--- src/rtl/wb_mem_access.sv ---
// Wishbone master that maps byte/half/word/dword load-store requests onto 64-bit bus words.
// Define MEM_ACCESS_SIGN_EXT_EN to sign-extend loads flagged with req_signed_i.
module wb_mem_access #(
  parameter int ADR_WIDTH      = 32,
  parameter int TIMEOUT_CYCLES = 255
) (
  input  logic                 clk_i,
  input  logic                 rst_i,
  input  logic                 req_valid_i,
  output logic                 req_ready_o,
  input  logic                 req_we_i,
  input  logic [1:0]           req_size_i,
  input  logic                 req_signed_i,
  input  logic [ADR_WIDTH-1:0] req_adr_i,
  input  logic [63:0]          req_dat_i,
  output logic                 resp_valid_o,
  output logic [63:0]          resp_dat_o,
  output logic                 resp_err_o,
  output logic [ADR_WIDTH-1:0] mem_adr_o,
  output logic [63:0]          mem_dat_o,
  input  logic [63:0]          mem_dat_i,
  output logic                 mem_we_o,
  output logic                 mem_stb_o,
  input  logic                 mem_ack_i,
  input  logic                 mem_err_i
);

`ifdef MEM_ACCESS_SIGN_EXT_EN
  localparam bit SIGN_EXT = 1'b1;
`else
  localparam bit SIGN_EXT = 1'b0;
`endif

  localparam int WD_W = $clog2(TIMEOUT_CYCLES + 2);
  localparam logic [WD_W-1:0] WD_LAST = WD_W'((TIMEOUT_CYCLES == 0) ? 0 : TIMEOUT_CYCLES - 1);
  localparam bit WD_EN = (TIMEOUT_CYCLES != 0);

  typedef enum logic [2:0] {IDLE, BUS_R, GAP, BUS_A, RESP} state_t;

  state_t                 state_q;
  logic [WD_W-1:0]        wdog_q;
  logic                   we_q;
  logic [1:0]             size_q;
  logic                   signed_q;
  logic [ADR_WIDTH-1:0]   adr_q;
  logic [63:0]            dat_q;
  logic [63:0]            rmw_q;

  function automatic logic misaligned(input logic [1:0] size, input logic [2:0] lane);
    case (size)
      2'd1:    return lane[0];
      2'd2:    return |lane[1:0];
      2'd3:    return |lane;
      default: return 1'b0;
    endcase
  endfunction

  function automatic logic [7:0] byte_mask(input logic [1:0] size, input logic [2:0] lane);
    logic [7:0] base;
    case (size)
      2'd0:    base = 8'h01;
      2'd1:    base = 8'h03;
      2'd2:    base = 8'h0F;
      default: base = 8'hFF;
    endcase
    return base << lane;
  endfunction

  function automatic logic [63:0] rmw_merge(input logic [63:0] old, input logic [63:0] dat,
                                            input logic [1:0] size, input logic [2:0] lane);
    logic [63:0] sh;
    logic [7:0]  m;
    logic [63:0] r;
    sh = dat << {lane, 3'b000};
    m  = byte_mask(size, lane);
    r  = old;
    for (int i = 0; i < 8; i++)
      if (m[i]) r[8*i +: 8] = sh[8*i +: 8];
    return r;
  endfunction

  function automatic logic [63:0] load_extract(input logic [63:0] word, input logic [1:0] size,
                                               input logic [2:0] lane, input logic sgn);
    logic [63:0] sh;
    logic [63:0] r;
    logic        ext;
    sh  = word >> {lane, 3'b000};
    ext = SIGN_EXT && sgn;
    case (size)
      2'd0:    r = {{56{ext & sh[7]}},  sh[7:0]};
      2'd1:    r = {{48{ext & sh[15]}}, sh[15:0]};
      2'd2:    r = {{32{ext & sh[31]}}, sh[31:0]};
      default: r = sh;
    endcase
    return r;
  endfunction

  // Request latch and read-modify-write buffer: data only, no reset needed.
  always_ff @(posedge clk_i) begin
    if (req_valid_i && req_ready_o) begin
      we_q     <= req_we_i;
      size_q   <= req_size_i;
      signed_q <= req_signed_i;
      adr_q    <= req_adr_i;
      dat_q    <= req_dat_i;
    end
    if (state_q == BUS_R && mem_ack_i && !mem_err_i)
      rmw_q <= mem_dat_i;
  end

  // Control FSM with registered bus and response outputs.
  always_ff @(posedge clk_i) begin
    if (rst_i) begin
      state_q      <= IDLE;
      wdog_q       <= '0;
      req_ready_o  <= 1'b1;
      resp_valid_o <= 1'b0;
      resp_dat_o   <= '0;
      resp_err_o   <= 1'b0;
      mem_adr_o    <= '0;
      mem_dat_o    <= '0;
      mem_we_o     <= 1'b0;
      mem_stb_o    <= 1'b0;
    end else begin
      case (state_q)
        IDLE: begin
          if (req_valid_i && req_ready_o) begin
            req_ready_o <= 1'b0;
            wdog_q      <= '0;
            mem_adr_o   <= {req_adr_i[ADR_WIDTH-1:3], 3'b000};
            if (misaligned(req_size_i, req_adr_i[2:0])) begin
              state_q      <= RESP;
              resp_valid_o <= 1'b1;
              resp_err_o   <= 1'b1;
              resp_dat_o   <= '0;
            end else if (!req_we_i || req_size_i == 2'd3) begin
              state_q   <= BUS_A;
              mem_stb_o <= 1'b1;
              mem_we_o  <= req_we_i;
              mem_dat_o <= req_we_i ? req_dat_i : 64'd0;
            end else begin
              state_q   <= BUS_R;
              mem_stb_o <= 1'b1;
              mem_we_o  <= 1'b0;
            end
          end
        end
        BUS_R, BUS_A: begin
          if (mem_err_i || (WD_EN && !mem_ack_i && wdog_q == WD_LAST)) begin
            state_q      <= RESP;
            mem_stb_o    <= 1'b0;
            mem_we_o     <= 1'b0;
            resp_valid_o <= 1'b1;
            resp_err_o   <= 1'b1;
            resp_dat_o   <= '0;
          end else if (mem_ack_i) begin
            mem_stb_o <= 1'b0;
            mem_we_o  <= 1'b0;
            if (state_q == BUS_R) begin
              state_q <= GAP;
            end else begin
              state_q      <= RESP;
              resp_valid_o <= 1'b1;
              resp_err_o   <= 1'b0;
              resp_dat_o   <= we_q ? 64'd0 : load_extract(mem_dat_i, size_q, adr_q[2:0], signed_q);
            end
          end else begin
            wdog_q <= wdog_q + 1'b1;
          end
        end
        GAP: begin
          state_q   <= BUS_A;
          wdog_q    <= '0;
          mem_stb_o <= 1'b1;
          mem_we_o  <= 1'b1;
          mem_dat_o <= rmw_merge(rmw_q, dat_q, size_q, adr_q[2:0]);
        end
        RESP: begin
          state_q      <= IDLE;
          resp_valid_o <= 1'b0;
          resp_err_o   <= 1'b0;
          resp_dat_o   <= '0;
          req_ready_o  <= 1'b1;
        end
        default: state_q <= IDLE;
      endcase
    end
  end

endmodule

--- config.mk ---
export PLATFORM = sky130hd
export DESIGN_NAME = wb_mem_access
export DESIGN_NICKNAME = d
export VERILOG_FILES = /design/src/rtl/wb_mem_access.sv
export SDC_FILE = /design/constraint.sdc
export NUM_CORES = 1
export LEC_CHECK = 0
export ABC_AREA = 1
export CAP_MARGIN = 20
export CORE_ASPECT_RATIO = 1.4
export CORE_UTILIZATION = 52
export DETAILED_ROUTE_END_ITERATION = 8
export HOLD_SLACK_MARGIN = 0.12
export PLACE_DENSITY_LB_ADDON = 0.08
export SLEW_MARGIN = 10
export SYNTH_ARGS = -nofsm -noshare
export SYNTH_HDL_FRONTEND = slang
export SYNTH_SLANG_ARGS = --single-unit
--- constraint.sdc ---
create_clock -name clk_i -period 13.01 [get_ports clk_i]
set_clock_uncertainty 0.1 [all_clocks]
set_input_delay 3.903 -clock clk_i [delete_from_list [all_inputs] [get_ports clk_i]]
set_output_delay 3.903 -clock clk_i [all_outputs]
set_load 0.005 [all_outputs]
==> flow_metrics.env <==
export IMPL_outcome="complete, no violations"
export IMPL_intPower_mw=2.62
export IMPL_irDropWorstVdd_v=0.000199
export IMPL_drt_pass1_iter_count=6
export IMPL_core_footprint_um2=29400
export IMPL_power_share_switching=0.391
export IMPL_post_cts_buffers=0
export IMPL_dpl_cell_count=2731
export IMPL_synth_compound_area_frac=0.139
export IMPL_worst_slew_pin_transition_ps=1170
export IMPL_synth_enable_flop_cells=134
export IMPL_wl_per_cell_um=20.7
export IMPL_pwr_share_clk=0.202
export IMPL_setup_tns_final_ps=0
export IMPL_timing_critical_path_from_type="input pin"
export IMPL_drt_total_wl_um=57600
export IMPL_reg2reg_setup_slack_ps=9530
export IMPL_synthAdderAreaFrac=0.00160
export IMPL_place_gp_congestion=1.01
export IMPL_synth_warning_count=0
export IMPL_worst_endpoint_arrival_ps=6540
export IMPL_syn_inst=2144
export IMPL_cp_cell_sequence="clkdlybuf4s50_1, inv_4, buf_4, o21ai_0, nor2_1"
export IMPL_io_pins=334
export IMPL_holdWs_ps=349
export IMPL_layout_commonest_cell="sky130_fd_sc_hd__nand2_1"
export IMPL_overall_via_count_from_detail_route=15700
export IMPL_netlist_area_um2=15600
export IMPL_post_drt_via_cell_ratio=5.62
export IMPL_multiInputGateArea_um2=6840
export IMPL_dieArea_um2=30800
export IMPL_cp_class="in -> reg"
export IMPL_fin_total_pwr_mw=4.30
export IMPL_seqPwrFrac=0.349
export IMPL_cts_repair_resized=0
export IMPL_start_util=0.532
export IMPL_ctsRootBufferMaster="sky130_fd_sc_hd__clkbuf_16"
export IMPL_grt_pass1_vias=14800
export IMPL_timing_critical_path_slowest_stage_cell="sky130_fd_sc_hd__buf_4"
export IMPL_dp_final_hpwl_um=41600
export IMPL_share_of_post_route_cells_with_drive_strength_above_1=0.0441
export IMPL_detail_route_iter0_violations=1658
export IMPL_grt_first_pass_wirelength_um=85800
export IMPL_worst_path_max_fanout=103
export IMPL_share_comb_of_total_power=0.449
export IMPL_clock_insertion_delay_worst_skew_ps=580
export IMPL_clock_fmax_mhz=163
export IMPL_antenna_violations_before_repair=5
export IMPL_worst_endpoint_required_time_ps=13420
export IMPL_post_layout_nonfiller_instances=2790
export IMPL_pwr_density_cell_nw_per_um2=217
export IMPL_nets=2554
export IMPL_net_switching_power_mw=1.68
export IMPL_setup_viol_count_final=0
export IMPL_postSynth_asyncResetShare=0
export IMPL_layout_area_seq_um2=7510
export IMPL_mostFrequentLayoutCells="sky130_fd_sc_hd__nand2_1, sky130_fd_sc_hd__clkdlybuf4s50_1, sky130_fd_sc_hd__nor2_1"
export IMPL_synth_simple_area_share=0.292
export IMPL_ys_ff_latch=308
export IMPL_drv_cap=0
export IMPL_max_clock_path_buffers=3
export IMPL_timing_final_crit_period_ps=6130
export IMPL_final_antenna_net_count=0
export IMPL_grt_max_degree=109
export IMPL_layout_filler_cells=2530
export IMPL_max_slew_margin=0.218
export IMPL_kind_of_capture_point_of_the_worst_setup_path="register"
export IMPL_cpPeakStageDelay_ps=830
export IMPL_worst_setup_hold_path_clk_slew_ps=60
export IMPL_synth_cell_types=43
export IMPL_placed_cell_area_um2=18900
export IMPL_synth_top_family_by_area="simple AND/OR/NAND/NOR gates"
export IMPL_clock_sink_count=308
export IMPL_timing_hold_violations_final=0
export IMPL_postCtsHoldBufs=0
export IMPL_grt_usage=0.368
export IMPL_post_route_cell_area_um2=19900
export IMPL_die_w_um=148
export IMPL_detail_route_drc_violations=0
export IMPL_seq_area_frac_synth=0.480
export IMPL_grt_setup_unrepaired="false"
export IMPL_synth_ff_type="sky130_fd_sc_hd__dfxtp_1"
export IMPL_number_of_buffers_created_by_cts=30
export IMPL_synth_xor_area_share=0.00392
export IMPL_synthMuxAreaShare=0
export IMPL_fp_dieH_um=207
export IMPL_cts_tree="built"
export IMPL_numPortBuffers=329
export IMPL_min_path_type="reg -> reg"
export IMPL_finalMaxSlewViolations=0
export IMPL_cts_htree_levels=1
export IMPL_syn2layout_area_growth_pct=27.1
export IMPL_syn_avg_cell_area_um2=7.29
export IMPL_total_leakage_power_nw=8.26
export IMPL_core_rowCount=74
export IMPL_fin_crit_sh=0.471
export IMPL_grt_ovf=0
registers in the layout, summed over array words and instances, names as in the netlist, 2 cells and up:
| signal | cells |
|---|---|
| state_q | 3 |
| size_q | 2 |
| dat_q | 64 |
| mem_dat_o | 64 |
| rmw_q | 64 |
| wdog_q | 9 |
| adr_q | 3 |
| resp_dat_o | 64 |
| mem_adr_o | 29 |
path summary, 6_finish.rpt:
kind	to	cells past startpoint	from
worst max-delay path	wdog_q[1]	5	rst_i
worst min-delay path	resp_valid_o	2	resp_valid_o
worst max register to register	resp_dat_o[8]	9	adr_q[1]
worst min register to register	resp_valid_o	2	resp_valid_o
critical path: cells and delay by family:
| family | cells | cell delay (ps) |
|---|---|---|
| buffers and inverters | 3 | 2190 |
| AOI/OAI and AO/OA | 1 | 270 |
| and+or+nand+nor | 1 | 140 |
final cells by class:
| type | count | area share |
|---|---|---|
| diodes | 5 | 0.000630 |
| clock buffers | 49 | 0.0476 |
| clock inverters | 5 | 0.00208 |
| inverters | 163 | 0.0309 |
| multi-input cells | 1535 | 0.345 |
| flip-flops and latches | 308 | 0.378 |
| well taps | 380 | 0.0240 |
| repair buffers | 345 | 0.172 |
cells by family (layout without fill, tap and decap cells):
group                      Yosys count  count (layout)
and+or+nand+nor                   1114            1114
AOI/OAI and AO/OA                  409             409
DFF                                308             308
buffers and inverters              303             562
xor gates and xnor gates             7               7
adders and majority gates            2               2
other                                1               8
cell usage after synthesis, drive strengths merged, types with 4 or more instances:
library cell / instances / share of area
nand2: 608 / 0.15
nor2: 303 / 0.075
o21ai: 190 / 0.062
dfxtp: 174 / 0.22
a21oi: 168 / 0.054
nand3: 163 / 0.053
inv: 162 / 0.039
edfxtp: 134 / 0.26
buf: 88 / 0.031
clkbuf: 52 / 0.013
o211ai: 35 / 0.017
or2: 16 / 0.0064
nand4: 11 / 0.0062
a31oi: 9 / 0.0036
and2: 7 / 0.0028
a22oi: 5 / 0.0024
xor2: 4 / 0.0022
routing by layer:
metal  vias up  wire, µm  track usage  part of all wire
met2       871     28400        0.636              0.49
met4         0      4140        0.242             0.072
li1       7468         -            -                 -
met5         -         0            0                 0
met3       185      4510       0.0537             0.078
met1      7148     20500        0.418              0.36
power groups by stage:
stage                     registers [mW]  logic (mW)  clock network, mW
after floorplan                     1.49        1.09                  0
after global placement              1.51        1.87                  0
after detailed placement            1.51        1.90                  0
after CTS                           1.50        1.92              0.874
after global routing                1.53        2.13              0.911
final                               1.50        1.93              0.868
metrics by stage:
stage	util	setup WS (ps)
6_report	0.676	6880
4_1_cts	0.676	6840
2_1_floorplan	-	2080
5_1_grt	0.676	6570
3_3_place_gp	0.642	6350
3_5_place_dp	0.642	6270
No activity file was read; power rests on OpenSTA's default activity.
